$ cat src/rtl/xge_pkt_gen.sv
// Test-traffic generator for the 10G tester: drives the MAC pkt_tx_* interface with
// frames made of a header word (seq, len, marker) followed by Galois PRBS payload.
module xge_pkt_gen #(
   parameter int          MIN_LEN = 64,
   parameter int          MAX_LEN = 9600,
   parameter logic [15:0] MARKER  = 16'hA55A
) (
   input  logic        clk_156,
   input  logic        reset_156,
   input  logic        start,
   input  logic        stop,
   input  logic [13:0] frame_len,
   input  logic [7:0]  ifg_cycles,
   input  logic [31:0] pkt_count,
   input  logic [31:0] seed,
   input  logic        pkt_tx_full,
   output logic [63:0] pkt_tx_data,
   output logic        pkt_tx_val,
   output logic        pkt_tx_sop,
   output logic        pkt_tx_eop,
   output logic [2:0]  pkt_tx_mod,
   output logic        busy,
   output logic        done,
   output logic [31:0] sent_pkts,
   output logic [47:0] sent_bytes
);
   typedef enum logic [1:0] {S_IDLE, S_HDR, S_BODY, S_GAP} state_t;

   localparam logic [13:0] MIN_LEN_W = 14'(MIN_LEN);
   localparam logic [13:0] MAX_LEN_W = 14'(MAX_LEN);
   localparam logic [63:0] LFSR_TAPS = 64'hD800_0000_0000_0000;

   state_t      r_state;
   logic [13:0] r_len;
   logic [7:0]  r_ifg;
   logic [31:0] r_pkt_count;
   logic [63:0] r_lfsr;
   logic [31:0] r_seq;
   logic        r_stop_req;
   logic [10:0] r_word_cnt;
   logic [7:0]  r_gap_cnt;
   logic [63:0] r_data;
   logic        r_val;
   logic        r_sop;
   logic        r_eop;
   logic [2:0]  r_mod;
   logic        r_busy;
   logic        r_done;
   logic [31:0] r_sent_pkts;
   logic [47:0] r_sent_bytes;

   logic [13:0] w_len_clamped;
   logic [10:0] w_nwords;
   logic        w_last_word;
   logic        w_run_end;
   logic [63:0] w_lfsr_next;
   logic [63:0] w_eop_mask;

   assign w_len_clamped = (frame_len < MIN_LEN_W) ? MIN_LEN_W :
                          (frame_len > MAX_LEN_W) ? MAX_LEN_W : frame_len;
   assign w_nwords      = 11'((15'(r_len) + 15'd7) >> 3);
   assign w_last_word   = (r_word_cnt == w_nwords - 11'd1);
   assign w_run_end     = r_stop_req ||
                          ((r_pkt_count != 32'd0) && (r_sent_pkts + 32'd1 == r_pkt_count));
   assign w_lfsr_next   = (r_lfsr >> 1) ^ (r_lfsr[0] ? LFSR_TAPS : 64'd0);
   // Keeps the top len[2:0] bytes of the eop word; zero mod means all eight are valid.
   assign w_eop_mask    = (r_len[2:0] == 3'd0) ? {64{1'b1}} :
                          ~({64{1'b1}} >> {r_len[2:0], 3'b000});

   always_ff @(posedge clk_156) begin
      if (reset_156) begin
         r_state      <= S_IDLE;
         r_len        <= '0;
         r_ifg        <= '0;
         r_pkt_count  <= '0;
         r_lfsr       <= '0;
         r_seq        <= '0;
         r_stop_req   <= 1'b0;
         r_word_cnt   <= '0;
         r_gap_cnt    <= '0;
         r_data       <= '0;
         r_val        <= 1'b0;
         r_sop        <= 1'b0;
         r_eop        <= 1'b0;
         r_mod        <= '0;
         r_busy       <= 1'b0;
         r_done       <= 1'b0;
         r_sent_pkts  <= '0;
         r_sent_bytes <= '0;
      end else begin
         // NOTE: per-cycle outputs default to 0 here; a later non-blocking assignment in the case overrides.
         r_data <= '0;
         r_val  <= 1'b0;
         r_sop  <= 1'b0;
         r_eop  <= 1'b0;
         r_mod  <= '0;
         r_done <= 1'b0;
         if (stop && (r_state != S_IDLE)) r_stop_req <= 1'b1;

         case (r_state)
            S_IDLE: begin
               if (start) begin
                  r_len        <= w_len_clamped;
                  r_ifg        <= ifg_cycles;
                  r_pkt_count  <= pkt_count;
                  r_lfsr       <= {seed, ~seed};
                  r_seq        <= '0;
                  r_sent_pkts  <= '0;
                  r_sent_bytes <= '0;
                  r_stop_req   <= 1'b0;
                  r_busy       <= 1'b1;
                  r_state      <= S_HDR;
               end
            end
            S_HDR: begin
               if (!pkt_tx_full) begin
                  r_data     <= {r_seq, 2'b00, r_len, MARKER};
                  r_val      <= 1'b1;
                  r_sop      <= 1'b1;
                  r_word_cnt <= 11'd1;
                  r_state    <= S_BODY;
               end
            end
            S_BODY: begin
               if (!pkt_tx_full) begin
                  r_val      <= 1'b1;
                  r_data     <= r_lfsr;
                  r_lfsr     <= w_lfsr_next;
                  r_word_cnt <= r_word_cnt + 11'd1;
                  if (w_last_word) begin
                     r_eop        <= 1'b1;
                     r_mod        <= r_len[2:0];
                     r_data       <= r_lfsr & w_eop_mask;
                     r_sent_pkts  <= r_sent_pkts + 32'd1;
                     r_sent_bytes <= r_sent_bytes + 48'(r_len);
                     r_seq        <= r_seq + 32'd1;
                     if (w_run_end) begin
                        r_state <= S_IDLE;
                        r_busy  <= 1'b0;
                        r_done  <= 1'b1;
                     end else if (r_ifg != 8'd0) begin
                        r_gap_cnt <= r_ifg;
                        r_state   <= S_GAP;
                     end else begin
                        r_state <= S_HDR;
                     end
                  end
               end
            end
            S_GAP: begin
               if (!pkt_tx_full) begin
                  r_gap_cnt <= r_gap_cnt - 8'd1;
                  if (r_gap_cnt == 8'd1) r_state <= S_HDR;
               end
            end
            default: r_state <= S_IDLE;
         endcase
      end
   end

   assign pkt_tx_data = r_data;
   assign pkt_tx_val  = r_val;
   assign pkt_tx_sop  = r_sop;
   assign pkt_tx_eop  = r_eop;
   assign pkt_tx_mod  = r_mod;
   assign busy        = r_busy;
   assign done        = r_done;
   assign sent_pkts   = r_sent_pkts;
   assign sent_bytes  = r_sent_bytes;

endmodule
$ cat config.mk
export PLATFORM = sky130hd
export DESIGN_NAME = xge_pkt_gen
export DESIGN_NICKNAME = d
export VERILOG_FILES = /design/src/rtl/xge_pkt_gen.sv
export SDC_FILE = /design/constraint.sdc
export NUM_CORES = 1
export LEC_CHECK = 0
export CAP_MARGIN = 20
export CORE_MARGIN = 8
export CORE_UTILIZATION = 54
export CTS_CLUSTER_SIZE = 40
export DETAILED_ROUTE_END_ITERATION = 7
export PLACE_DENSITY = 0.8
export SETUP_SLACK_MARGIN = 0.1
export SYNTH_ARGS = -nofsm -noshare
export SYNTH_HDL_FRONTEND = slang
export SYNTH_SLANG_ARGS = --single-unit
export TNS_END_PERCENT = 5
$ cat constraint.sdc
create_clock -name clk_156 -period 5.14 [get_ports clk_156]
set_input_delay 1.542 -clock clk_156 [delete_from_list [all_inputs] [get_ports clk_156]]
set_output_delay 1.542 -clock clk_156 [all_outputs]
set_load 0.005 [all_outputs]
Yosys cells after proc, flatten, opt, wreduce, memory -nomap -nowiden:

Cells that the tools add are included.

* logic and storage cells: 125
* register bits after elaboration: 324
* output and inout port bits: 152

* $add $sub $neg: 7
* shifts and indexed selects: 1
* muxes and demuxes: 51
* equal/unequal tests: 15
* reduce and logical (&&, ||, !) cells: 23
* bitwise operators: 8
* order comparisons: 2

Operators with widths (count)
* 2-to-1 mux 64 bit: 7
* one-hot mux 64 bit (2 select lines): 2
* 2-to-1 mux 32 bit: 5
* 2-to-1 mux 48 bit: 3
* one-hot mux 32 bit (2 select lines): 2
* one-hot mux 48 bit (2 select lines): 1
* adder 32 x 1 -> 32 bit (second input constant): 2
* AND 64 bit: 1
* NOT 64 bit: 1
* right shift 64 x 6 -> 64 bit (first input constant): 1
* XOR 63 x 64 -> 64 bit: 1
* adder 48 x 14 -> 48 bit: 1
* 2-to-1 mux 8 bit: 5
* equality test 32 bit: 1
* NOT 32 bit: 1
* nonzero test 32 bit: 1
* 2-to-1 mux 14 bit: 2
* 2-to-1 mux 11 bit: 2
* one-hot mux 11 bit (2 select lines): 1
* inequality test 2 bit (second input constant): 9
* 2-to-1 mux 2 bit: 8
* one-hot mux 8 bit (2 select lines): 1
* adder 14 x 3 -> 14 bit (second input constant): 1
* greater-than comparator 14 bit (second input constant): 1
* other kinds (26): 47

Longest topological paths before layout:

* depth after elaboration: 8
* gate-level depth with buffers: 19
* depth with buffers taken out: 15

Least setup slack after synthesis:

OpenSTA, ideal clock, no wires.

* path kind: reg2reg
* start: register r_len[1]
* end: register r_sent_pkts[27], in the netlist sent_pkts[27]
* arrival: 3.993 ns
* cell stages (with the launch flop): 16
* setup slack: 1.077 ns
* cells stage by stage: dfxtp_1 > buf_4 > nor3_1 > xor2_1 > ha_1 > nand3b_1 > nor4_1 > nor3_1 > or3_1 > or4_1 > buf_4 > a21oi_4 > nand2_1 > buf_2 > or4_1 > a21oi_1

* longest elaborated chain between the ends: 5

RTL lines
* from (decl): line 34 `logic [13:0] r_len;`
* from (signal assigned): line 103 `r_len <= w_len_clamped;`
* adder 14 x 3 -> 14 bit: line 61 `assign w_nwords = 11'((15'(r_len) + 15'd7) >> 3);`
* subtractor 11 x 1 -> 11 bit: line 62 `assign w_last_word = (r_word_cnt == w_nwords - 11'd1);`
* equality test 11 bit: line 62
* inequality test 2 bit (no line)
* AND reduction 4 bit (no line)
* to (signal assigned): line 134 `r_sent_pkts <= r_sent_pkts + 32'd1;`
* to (decl): line 49 `logic [31:0] r_sent_pkts;`

No other way between the ends.
A chain may end at the register's enable or synchronous reset.

Worst setup path after layout:

Ends and elaborated chain as after synthesis.

==> flow_summary.ini <==
[outcome]
status = complete, no violations

[synthesis]
synth_xor_area_share_pct = 7.24
ys_seq_elements = 324
muxShareOfSynthArea_pct = 0.954
yosys_warnings = 0
synth_seq_area_share_pct = 41.9
synth_enable_flop_cells = 0
synth_top_family_by_area = simple AND/OR/NAND/NOR gates
yosys.area_share.adder_pct = 2.23
synth-simple-area-share_pct = 27.8
synth-compound-area-share_pct = 15.6
synthesis.area_um2 = 15500
ys.flop_type = dfxtp_1
synth-async-reset-ratio_pct = 0
synth.distinct_cells = 75
synthCells = 1942
avgSynthCellArea_um2 = 7.97
syn_nets = 2060

[worst_setup_path]
cp_max_fo = 29
worstPathRequired_ns = 5.58
critPathLaunchType = register
crit_type = reg -> reg
end_kind = register
crit_arrival_ns = 4.99

[grt]
antenna_found_initial = 1
overflow = 0
grt_max_degree = 100
grt_util_all_layers_pct = 26.6
grt_pass1_vias = 14500
grt_pass1_wl_um = 75000

[power_and_ir_drop]
power.leakage_nw = 7.02
ir_worst_vdd_mv = 0.270
cellPowerDensity_nw_per_um2 = 353

[detailed_routing]
drt_pass1_iterations = 6
routed_wirelength_um = 46900
drtAntennaViolNets = 0
via_per_inst = 5.88
drt_first_iter_violations = 1256
drc = 0
via_count = 14900
wl_per_cell_um = 18.5

[place]
place_congestion = 0.936
hpwl_um = 33200
dp_slack_ns = 0.532
numPortBuffers = 242

[cts]
cts_made_buffers = 36
clk_latency_ns = 0.53
clock-root-buffer = clkbuf_16
htree_levels = 2
ctsLongestPathBuffers = 3
cts_tree = built
clk_pin_slew_ns = 0.06
clock_sinks = 324

[flow_run]
cap_violations = 0

[timing]
fmax_mhz = 220
hold_viol_final = 0
skew_ns = 0.0183
drv_slew = 0
post-route-period-util_pct = 88.4
finalSetupTns_ns = 0
rsz0062_at_grt = false
finalSetupViolCount = 0
hold-worst-slack_ns = 0.472
period_minus_slack_ns = 4.54
maxSlewHeadroom_pct = 37.4
tightestPinTransition_ns = 0.939
worst_slack_ns = 0.595

[floorplanning]
io_pins = 243
row_count = 62
die-area_um2 = 34300
initial_core_util_pct = 54.4
core_um2 = 28500
die_y_um = 185
dieWidth_um = 185

[final_layout]
drive_gt1_share_pct = 5.48
areaGrowthSynthToFinish_pct = 25.0
final_net_count = 2243
final_core_utilization_pct = 68.0
num-fill-cells = 2322
mostFrequentLayoutCell = dfxtp_1
antennaDiodeCount = 0
final_cell_mix = 324 x dfxtp_1, 288 x nor2_1, 241 x clkdlybuf4s50_1, 228 x nand2_1, 176 x a21oi_1

[worst_hold_path]
worstHoldPathType = reg -> reg
==> cell families after synthesis <==
logic type | Yosys count
xor+xnor | 128
flops | 324
compound gates | 377
mux | 14
fa+ha+maj | 27
simple gates | 909
buf+inv | 163
==> critical path, stage by stage (launching register included) <==
cell and delay, ns:
dfxtp_1 0.37, nor2_1 0.18, inv_1 0.08, o21ai_0 0.19, xor2_1 0.10, ha_1 0.26
nand3b_1 0.25, nor4_1 0.37, nor3_1 0.10, or3_1 0.36, or4_1 0.68, a21oi_4 0.48
nand2_1 0.11, buf_4 0.26, or4_1 0.50, a21oi_1 0.15
==> stage by stage <==
| step | power (mW) | instance area, um^2 | instances |
|---|---|---|---|
| after detailed placement | 4.27 | 18100 | 2470 |
| after global routing | 7.14 | 19300 | 2536 |
| final | 6.83 | 19300 | 2536 |
| after floorplan | 3.84 | 15500 | 1942 |
| after global placement | 4.24 | 18100 | 2470 |
| after CTS | 6.83 | 19300 | 2535 |
==> layout make-up <==
| cell class | instances | area (um^2) | area share (%) |
|---|---|---|---|
| clock buffer | 50 | 1040 | 5.39 |
| clock inverter | 15 | 146 | 0.757 |
| inverter | 33 | 124 | 0.640 |
| multi-input combinational | 1455 | 8370 | 43.3 |
| sequential | 324 | 6490 | 33.5 |
| tap | 384 | 480 | 2.48 |
| timing repair buffer | 275 | 2690 | 13.9 |
==> synth_stat cells (8+ instances only) <==
library cell | instances | share of area (%)
nor2_1 | 288 | 7.0
a22oi_1 | 53 | 2.6
dfxtp_1 | 324 | 42
and4_1 | 14 | 0.79
nor4_1 | 28 | 1.1
xnor2_1 | 64 | 3.6
clkbuf_1 | 91 | 2.2
and2_1 | 13 | 0.53
buf_2 | 23 | 0.74
a22o_1 | 8 | 0.45
nand3_1 | 62 | 2.0
xor2_1 | 64 | 3.6
and3_1 | 25 | 1.0
nor2b_1 | 39 | 1.6
ha_1 | 26 | 2.1
nor3_1 | 103 | 3.3
mux2i_1 | 8 | 0.52
nand4_1 | 31 | 1.3
nand2b_1 | 8 | 0.32
inv_1 | 33 | 0.80
a211oi_1 | 38 | 1.8
or3_1 | 31 | 1.3
or4_1 | 12 | 0.58
a21o_1 | 11 | 0.53
o21ai_0 | 34 | 1.1
a21oi_1 | 176 | 5.7
nand2_1 | 229 | 5.6
buf_1 | 10 | 0.24
==> sequential cells by signal, summed over array words and instances (netlist names) <==
| register | cells |
|---|---|
| pkt_tx_data | 64 |
| r_lfsr | 64 |
| sent_bytes | 48 |
| r_pkt_count | 32 |
| r_seq | 32 |
| sent_pkts | 32 |
| r_len | 14 |
| r_word_cnt | 11 |
| r_gap_cnt | 8 |
| r_ifg | 8 |
| pkt_tx_mod | 3 |
| r_state | 2 |
| busy | 1 |
| done | 1 |
| pkt_tx_eop | 1 |
| pkt_tx_sop | 1 |
| pkt_tx_val | 1 |
| r_stop_req | 1 |
==> per-layer routing <==
layer | track usage [%] | up-vias | part of all wire (%)
met1 | 32.8 | 7066 | 42
met2 | 44.9 | 584 | 48
met5 | 0 | - | 0.028
met4 | 11.2 | 2 | 3.6
met3 | 5.16 | 125 | 7.0
li1 | - | 7141 | -
==> path summary, 6_finish.rpt <==
kind / startpoint / cells after the start / slack (ns) / end
hold reg to reg: r_gap_cnt[4]$_SDFFE_PP0P_ / 2 / 0.47 / r_gap_cnt[4]$_SDFFE_PP0P_
setup / recovery: r_len[1]$_SDFFE_PP0P_ / 15 / 0.60 / sent_pkts[27]$_SDFFE_PP0P_
setup reg to reg: r_len[1]$_SDFFE_PP0P_ / 15 / 0.60 / sent_pkts[27]$_SDFFE_PP0P_
hold / removal: r_gap_cnt[4]$_SDFFE_PP0P_ / 2 / 0.47 / r_gap_cnt[4]$_SDFFE_PP0P_
==> repair_timing <==
action | in CTS | in global routing
hold buffers | 0 | 0
setup endpoints to repair | 0 | 13
gates resized for setup | 0 | 1
buffers inserted | 0 | 0
==> power by group <==
part	switching, mW	internal [mW]	total, mW
clock	1.05	1.53	2.58
sequential	0.201	2.70	2.90
combinational	0.842	0.508	1.35
Note: power is estimated with default switching activity, not from simulation.
